`src/rtl/mips_pkg.sv`:
```
// ----------------------------------------------------------------------------
// mips_pkg
// Definitions shared by the MIPS32 program loader and its sub-module:
//   - INSTR_W     : instruction word width
//   - OPC_*       : opcodes the loader and its users care about
//   - ld_state_e  : loader FSM state encoding
// ----------------------------------------------------------------------------
package mips_pkg;

  localparam int INSTR_W = 32;

  localparam logic [5:0] OPC_ADD  = 6'h00;
  localparam logic [5:0] OPC_OR   = 6'h03;
  localparam logic [5:0] OPC_ADDI = 6'h0a;
  localparam logic [5:0] OPC_HLT  = 6'h3f;

  typedef enum logic [2:0] {
    ST_IDLE  = 3'd0,
    ST_LOAD  = 3'd1,
    ST_WRITE = 3'd2,
    ST_START = 3'd3,
    ST_ERR   = 3'd4
  } ld_state_e;

endpackage

```
`src/rtl/mips_word_assembler.sv`:
```
// ----------------------------------------------------------------------------
// mips_word_assembler
// Collects bytes into a big-endian 32-bit word: the first byte of a word ends
// up in bits 31:24. A 2-bit byte counter flags the 4th byte of each word.
//
// Ports:
//   clk        in   system clock
//   rst_n      in   asynchronous active-low reset
//   accept_i   in   a byte is transferred this cycle
//   clear_i    in   drop any partial word and restart at byte 0
//   in_data_i  in   byte being transferred
//   word_o     out  shift register contents (complete word once word_done_o)
//   word_done_o out high on the cycle the 4th byte of a word is accepted
// ----------------------------------------------------------------------------
module mips_word_assembler
  import mips_pkg::*;
(
  input  logic               clk,
  input  logic               rst_n,
  input  logic               accept_i,
  input  logic               clear_i,
  input  logic [7:0]         in_data_i,
  output logic [INSTR_W-1:0] word_o,
  output logic               word_done_o
);

  logic [1:0]         cnt_q, cnt_d;
  logic [INSTR_W-1:0] sr_q,  sr_d;

  always_comb begin
    cnt_d = cnt_q;
    sr_d  = sr_q;
    if (clear_i) begin
      cnt_d = 2'd0;
      sr_d  = '0;
    end else if (accept_i) begin
      // Counter wraps 3 -> 0 so the next word starts cleanly.
      cnt_d = cnt_q + 2'd1;
      sr_d  = {sr_q[INSTR_W-9:0], in_data_i};
    end
  end

  always_ff @(posedge clk or negedge rst_n) begin
    if (!rst_n) begin
      cnt_q <= 2'd0;
      sr_q  <= '0;
    end else begin
      cnt_q <= cnt_d;
      sr_q  <= sr_d;
    end
  end

  assign word_o      = sr_q;
  assign word_done_o = accept_i && (cnt_q == 2'd3);

endmodule

```
`src/rtl/mips_prog_loader.sv`:
```
// ----------------------------------------------------------------------------
// mips_prog_loader
// Streams a program into the MIPS32 instruction memory and then releases the
// core. Bytes arrive over a valid/ready handshake, are packed big-endian into
// 32-bit words and written to consecutive word addresses from 0. Writing the
// HLT word ends the load with a one-cycle cpu_start pulse; filling the memory
// without a HLT ends it with a sticky overflow_err and the core kept on hold.
//
// Handshake: a byte moves on every rising edge where in_valid && in_ready.
// The producer may hold in_valid low for any number of cycles; in_ready is
// high only in LOAD and never depends on in_valid.
//
// Ports:
//   clk, rst_n        clock, asynchronous active-low reset
//   start             request a load (ignored unless idle)
//   in_valid/in_data  byte stream input, in_ready back-pressure
//   mem_we/mem_addr/mem_wdata  instruction memory write port
//   cpu_hold          keeps the core halted while high
//   cpu_start         one-cycle release pulse (PC, HALTED, TAKEN_BRANCH clear)
//   busy              high outside IDLE
//   word_count        words written in the current or last load
//   overflow_err      sticky: memory full without HLT
//   dbg_state         current FSM state, for observation only
// MAX_WORDS must not exceed 2**ADDR_W.
// ----------------------------------------------------------------------------
module mips_prog_loader
  import mips_pkg::*;
#(
  parameter int         ADDR_W    = 10,
  parameter int         MAX_WORDS = 1024,
  parameter logic [5:0] HLT_OPC   = OPC_HLT
) (
  input  logic               clk,
  input  logic               rst_n,
  input  logic               start,
  input  logic               in_valid,
  input  logic [7:0]         in_data,
  output logic               in_ready,
  output logic               mem_we,
  output logic [ADDR_W-1:0]  mem_addr,
  output logic [INSTR_W-1:0] mem_wdata,
  output logic               cpu_hold,
  output logic               cpu_start,
  output logic               busy,
  output logic [ADDR_W:0]    word_count,
  output logic               overflow_err,
  output ld_state_e          dbg_state
);

  localparam logic [ADDR_W-1:0] LAST_ADDR = ADDR_W'(MAX_WORDS - 1);

  ld_state_e state_q, state_d;

  logic [ADDR_W-1:0]  mem_addr_q, mem_addr_d;
  logic [ADDR_W:0]    word_count_q, word_count_d;
  logic               cpu_hold_q, cpu_hold_d;
  logic               overflow_err_q, overflow_err_d;

  logic               start_acc;
  logic               accept;
  logic [INSTR_W-1:0] word;
  logic               word_done;
  logic               is_hlt;
  logic               at_last;

  assign start_acc = start && (state_q == ST_IDLE);
  assign accept    = in_valid && in_ready;
  assign is_hlt    = (word[31:26] == HLT_OPC);
  assign at_last   = (mem_addr_q == LAST_ADDR);

  // Clearing on an accepted start also throws away bytes left over from a
  // load that was interrupted, so every load starts at byte 0.
  mips_word_assembler u_asm (
    .clk         (clk),
    .rst_n       (rst_n),
    .accept_i    (accept),
    .clear_i     (start_acc),
    .in_data_i   (in_data),
    .word_o      (word),
    .word_done_o (word_done)
  );

  // State register
  always_ff @(posedge clk or negedge rst_n) begin
    if (!rst_n) state_q <= ST_IDLE;
    else        state_q <= state_d;
  end

  // Next-state logic
  always_comb begin
    state_d = state_q;
    unique case (state_q)
      ST_IDLE:  if (start) state_d = ST_LOAD;
      ST_LOAD:  if (word_done) state_d = ST_WRITE;
      ST_WRITE: begin
        // HLT wins over the full-memory check: a HLT in the last slot is a
        // complete program, not an overflow.
        if (is_hlt)       state_d = ST_START;
        else if (at_last) state_d = ST_ERR;
        else              state_d = ST_LOAD;
      end
      ST_START: state_d = ST_IDLE;
      ST_ERR:   state_d = ST_IDLE;
      default:  state_d = ST_IDLE;
    endcase
  end

  // State-decoded outputs
  always_comb begin
    in_ready  = 1'b0;
    mem_we    = 1'b0;
    cpu_start = 1'b0;
    busy      = 1'b1;
    unique case (state_q)
      ST_IDLE:  busy      = 1'b0;
      ST_LOAD:  in_ready  = 1'b1;
      ST_WRITE: mem_we    = 1'b1;
      ST_START: cpu_start = 1'b1;
      ST_ERR:   ;
      default:  busy      = 1'b0;
    endcase
  end

  // Load bookkeeping: address, word count, core hold and error flag.
  always_comb begin
    mem_addr_d     = mem_addr_q;
    word_count_d   = word_count_q;
    cpu_hold_d     = cpu_hold_q;
    overflow_err_d = overflow_err_q;

    if (start_acc) begin
      mem_addr_d     = '0;
      word_count_d   = '0;
      cpu_hold_d     = 1'b1;
      overflow_err_d = 1'b0;
    end

    if (state_q == ST_WRITE) begin
      word_count_d = word_count_q + (ADDR_W+1)'(1);
      // The address only advances when another word will follow, so after
      // the load it still names the last word written.
      if (state_d == ST_LOAD) mem_addr_d     = mem_addr_q + ADDR_W'(1);
      if (state_d == ST_ERR)  overflow_err_d = 1'b1;
    end

    // Release the core on the edge that leaves START for IDLE.
    if (state_q == ST_START) cpu_hold_d = 1'b0;
  end

  always_ff @(posedge clk or negedge rst_n) begin
    if (!rst_n) begin
      mem_addr_q     <= '0;
      word_count_q   <= '0;
      cpu_hold_q     <= 1'b1;
      overflow_err_q <= 1'b0;
    end else begin
      mem_addr_q     <= mem_addr_d;
      word_count_q   <= word_count_d;
      cpu_hold_q     <= cpu_hold_d;
      overflow_err_q <= overflow_err_d;
    end
  end

  // While in WRITE the shift register holds the complete word (in_ready is
  // low so it cannot shift), so it drives the write data directly.
  assign mem_wdata    = word;
  assign mem_addr     = mem_addr_q;
  assign word_count   = word_count_q;
  assign cpu_hold     = cpu_hold_q;
  assign overflow_err = overflow_err_q;
  assign dbg_state    = state_q;

endmodule

```
`config.mk`:
```
export PLATFORM = sky130hd
export DESIGN_NAME = mips_prog_loader
export DESIGN_NICKNAME = d
export VERILOG_FILES = /design/src/rtl/mips_pkg.sv /design/src/rtl/mips_word_assembler.sv /design/src/rtl/mips_prog_loader.sv
export SDC_FILE = /design/constraint.sdc
export NUM_CORES = 1
export LEC_CHECK = 0
export CELL_PAD_IN_SITES_DETAIL_PLACEMENT = 1
export CELL_PAD_IN_SITES_GLOBAL_PLACEMENT = 1
export CORE_MARGIN = 2
export CORE_UTILIZATION = 42
export CTS_BUF_LIST = sky130_fd_sc_hd__clkbuf_8
export CTS_CLUSTER_SIZE = 24
export DETAILED_ROUTE_END_ITERATION = 16
export GPL_ROUTABILITY_DRIVEN = 0
export PLACE_DENSITY_LB_ADDON = 0.1
export RECOVER_POWER = 50
export SLEW_MARGIN = 30
export SYNTH_ARGS = -nofsm -noshare
export SYNTH_HDL_FRONTEND = slang
export SYNTH_HIERARCHICAL = 1
export SYNTH_SLANG_ARGS = --single-unit
```
`constraint.sdc`:
```
create_clock -name clk -period 4.9 [get_ports clk]
set_input_delay 0.49 -clock clk [delete_from_list [all_inputs] [get_ports clk]]
set_output_delay 0.49 -clock clk [all_outputs]
set_load 0.03 [all_outputs]
```
=== After elaboration in Yosys (flattened, before gate mapping) ===
Index checks and enable logic that the tools add are counted.

* Word-level logic and storage cells: 50
* Bits in writable memories: 0
* Memories: 0
* Output and inout port bits: 62
* Latch bits: 0
* Bits in read-only memories: 0
* Flip-flop bits (word level): 60
* Input port bits: 12

* Muxes and demuxes: 23
* Reductions and logical operators: 8
* Shift operators: 0
* Div/mod/pow operators: 0
* Bitwise operators: 0
* Multiply operators: 0
* Eq/ne operators: 9
* $add $sub $neg: 3
* Magnitude comparators: 0

{| class="wikitable"
|+ Operators by type and width
! cell !! number
|-
| $mux 32 || 2
|-
| $mux 10 || 3
|-
| $mux 11 || 2
|-
| $mux 3 || 4
|-
| $add 11x1->11 const B || 1
|-
| $add 10x1->10 const B || 1
|-
| $eq 10x10->1 const B || 1
|-
| $mux 1 || 9
|-
| $pmux 3 s3 || 1
|-
| $eq 3x1->1 const B || 2
|-
| $eq 3x2->1 const B || 2
|-
| $eq 3x3->1 const B || 2
|-
| $eq 6x6->1 const B || 1
|-
| $reduce_bool 2->1 || 3
|-
| $mux 2 || 2
|-
| $reduce_or 4->1 || 1
|-
| $logic_and 1x1->1 || 3
|-
| $logic_not 3->1 || 1
|-
| $add 2x1->2 const B || 1
|-
| $eq 2x2->1 const B || 1
|}

=== Logic depth before layout (Yosys ltp) ===
* Depth in word-level cells: 9
* Mapped depth: 7
* Depth with buffers taken out: 6

=== By module ===
Netlist, hierarchy kept.

{| class="wikitable"
|+ By module, submodules not included
! module !! seq. area each (um^2) !! cells an instance !! instances !! area each (um^2)
|-
| mips_word_assembler || 850.8 || 112 || 1 || 1,427.6
|-
| mips_prog_loader || 651.9 || 139 || 1 || 1,390.1
|}

=== Least setup slack after synthesis ===
OpenSTA, ideal clock, no wires.

* Path kind: reg-to-reg
* Start: register state_q[0], in the netlist dbg_state[0]
* End: register state_q[0], in the netlist dbg_state[0]
* Period minus slack after synthesis: 2,433 ps
* Slack: 2,467 ps
* Cell stages (with the launch flop): 8
* Setup time: 141 ps
* Data required time: 4,759 ps
* Path buffers: 2
* Arrival: 2,292 ps
* Path through: dfrtp_1 > nor3b_1 > and2_1 > buf_6 > buf_12 > and2_1 > nand2b_1 > nand3_1

* Word-level cells in the longest chain between the ends: 6
* Elaborated cells between the ends (all ways): 9
* Classes of those cells: eq/ne (2); mux (4); reduce/logical (3)

{| class="wikitable"
|+ Ends and longest elaborated chain
! item !! RTL line !! RTL
|-
| start, declared || mips_prog_loader.sv:52 || <nowiki>ld_state_e state_q, state_d;</nowiki>
|-
| start signal, assigned || mips_prog_loader.sv:86 || <nowiki>else state_q <= state_d;</nowiki>
|-
| $eq 3x1->1 || mips_prog_loader.sv:114 || <nowiki>unique case (state_q)</nowiki>
|-
| $mux 1 || mips_prog_loader.sv:114 ||
|-
| via in_ready || mips_prog_loader.sv:38 || <nowiki>output logic in_ready,</nowiki>
|-
| $logic_and 1x1->1 || mips_prog_loader.sv:67 || <nowiki>assign accept = in_valid && in_ready;</nowiki>
|-
| via accept || mips_prog_loader.sv:60 || <nowiki>logic accept;</nowiki>
|-
| $logic_and 1x1->1 || mips_word_assembler.sv:54 || <nowiki>assign word_done_o = accept_i && (cnt_q == 2'd3);</nowiki>
|-
| via word_done || mips_prog_loader.sv:62 || <nowiki>logic word_done;</nowiki>
|-
| $mux 3 || mips_prog_loader.sv:94 || <nowiki>ST_LOAD: if (word_done) state_d = ST_WRITE;</nowiki>
|-
| $pmux 3 s3 || mips_prog_loader.sv:92 || <nowiki>unique case (state_q)</nowiki>
|-
| via state_d[0] || mips_prog_loader.sv:52 ||
|}

The timed path passes the listed nets, and every way through them passes these cells.
A chain may end at the register's enable or synchronous reset.

==> out/metrics.cfg <==
[sta]
rsz0062_at_grt = no
tns_ps = 0
fin_worst_skew_ps = 9.28
maxSlewViolCount = 61
tightest_slew_ps = 3210
timing.hold.ws_ps = 474
min_period_ps = 3130
finalSetupViolCount = 0
fin_crit_sh = 0.638
hold_viol_final = 0
slew-limit-headroom = -1.14
clock.fmax_ghz = 0.320

[worst_setup_path]
r2r_end = mem_addr[7]
path_max_fanout = 60
cpMaxStageDelayCell = clkbuf_1
crit_chain = buf_2 > clkbuf_1
r2r_cells = 5
crit_path_start_kind = primary input
crit_buf_inv = 2
rrSetupSlack_ps = 2280
critPathMaxStageDelay_ps = 2240
worstSetupPathType = in2async
cp_data_arrival_time_ps = 2860
critPathRequiredTime_ps = 4630
cp-end-kind = asynchronous set/reset pin
rr_startpoint = dbg_state[1]
cp_top_family = buffers and inverters

[global_route]
met1_usage = 0.249
grt.met2_usage = 0.313
antenna_found_initial = 0
grt_busiest_layer = met2
use_met3 = 0.0722
grt_max_degree = 61
grt.total_usage = 0.195
grt_pass1_vias = 2371
grt_pass1_wl_um = 11300
gr-total-overflow = 0

[yosys]
synth_warnings = 6
syn_inst = 251
synth.largest_area_cell = dfrtp_1
syn_area_um2 = 2820
synth_top_area_frac = 0.524
synth_seq_cells = 60
syn_nets = 266
synthMostInstantiatedCell = dfrtp_1
seq_area_frac_synth = 0.533
synth_cell_types = 47
synth.area.top_cells = dfrtp_1 (52%), mux2i_1 (13%), nor2_1 (5.7%), o21ai_0 (3.0%), buf_12 (2.1%)
ys.flop_type = dfrtp_1
async_flop_share = 1.00
synth_enable_flop_cells = 0
ys_top_cells_by_count = dfrtp_1 (59), nor2_1 (43), mux2i_1 (36)
synth_area_per_cell_um2 = 11.2

[finish]
drive_above_1_share = 0.0788
num-nets-final = 341
diodes = 0
stdcell_count = 407
syn_to_final_growth_pct = 31.5

[placed_design]
io_buffers = 73
dp_cells = 392
place_hpwl_um = 4530

[cts]
clock_sinks = 60
cts_buffers = 9
clk_latency_ps = 340
cts_hold_buf = 0
path_clk_slew_ps = 60
ctsResizeCount = 0
htree_levels = 3
post_cts_buffers = 0
root_buffer = clkbuf_8
cts_tree = yes
clk_path_buf_depth = 2

[detailed_routing]
wirelength_um = 6810
via_count = 2214
routed_via_density = 5.44
dr.pass1.iters = 4
drt_iter0_markers = 63
wire_per_inst_um = 16.7
drcViolationCount = 0
drtAntennaViolNets = 0

[power]
p_leak_nw = 1.72
peakVddDrop_v = 0.000404
power_mw = 2.22
power_density_nw_per_um2 = 600

[floorplan]
core_um2 = 6420
io_pins = 74
die_area_um2 = 7380
start_util = 0.439
num_rows = 29
die_w_um = 85.9
die_h_um = 85.9

[status]
status = finished with violations
violations = max-capacitance violations, max-slew violations

[job]
max_cap_violations = 1

[worst_hold_path]
holdPathStages = 1
min_from = overflow_err
min_path_type = reg2reg
hold_path_end = overflow_err

==> state kept, by name, indices dropped and copies added (netlist names) <==
| signal | flops |
|---|---|
| word_count | 11 |
| overflow_err | 1 |
| mem_addr | 10 |
| u_asm/cnt_q | 2 |
| dbg_state | 3 |
| cpu_hold | 1 |
| u_asm/word_o | 32 |
==> final cells by class <==
type                            count  area (um^2)
Clock buffer                       10          138
Clock inverter                      5         53.8
Fill cell                         682         2720
Inverter                            4         16.3
Multi-Input combinational cell    176         1160
Sequential cell                    60         1500
Tap cell                           77         96.3
Timing Repair Buffer               75          737
==> metal layers <==
| metal | share of wire | vias to the layer above | wire length, um |
|---|---|---|---|
| met3 | 0.061 | 9 | 418 |
| met4 | 0.010 | 0 | 69 |
| met1 | 0.46 | 1103 | 3100 |
| met5 | 0 | - | 0 |
| met2 | 0.47 | 67 | 3230 |
| li1 | - | 1035 | - |
==> per-stage QoR <==
| step | setup slack (ps) | utilization | area, um^2 |
|---|---|---|---|
| final | 1770 | 0.577 | 3700 |
| after detailed placement | 2490 | 0.552 | 3540 |
| after global routing | 1150 | 0.577 | 3700 |
| after CTS | 2240 | 0.581 | 3730 |
| after floorplan | 2470 | - | 2820 |
| after global placement | 2500 | 0.551 | 3540 |
==> cell usage in the layout, fill, tap and decap left out, drive strengths merged, types with 3 or more instances in the layout <==
cell	netlist	final
clkdlybuf4s50	0	50
a221o	3	3
or3	3	3
nor3	5	5
clkbuf	3	11
and3	4	4
dlygate4sd3	0	22
clkinvlp	0	3
xnor2	3	3
a21o	3	3
dfrtp	59	59
nand4	7	7
nand2	16	16
mux2i	36	36
nor2	45	45
nand3	5	5
o21ai	18	18
ha	3	3
inv	3	4
==> kinds of logic after synthesis <==
group | share of synthesized area
xor+xnor | 0.00933
flops | 0.533
simple gates | 0.168
buf+inv | 0.0480
fa+ha+maj | 0.0133
compound gates | 0.0959
mux | 0.132
==> how the worst max path moves through the flow <==
| stage | start | end | slack (ps) | depth (start not counted) |
|---|---|---|---|---|
| after floorplan | dbg_state[0] | dbg_state[0] | 2470 | 7 |
| after global placement | in_valid | dbg_state[0] | 2500 | 5 |
| after detailed placement | start | word_count[4] | 2490 | 7 |
| after CTS | dbg_state[2] | mem_we | 2240 | 3 |
| after global routing | rst_n | u_asm/word_o[29] | 1150 | 2 |
| final | rst_n | u_asm/word_o[3] | 1770 | 2 |
==> power breakdown <==
part	leakage (nW)	switching [mW]	internal (mW)
clock	0.0956	0.199	0.243
combinational	0.823	0.595	0.389
sequential	0.801	0.140	0.657
total	1.72	0.934	1.29
No activity file was read; power rests on OpenSTA's default activity.
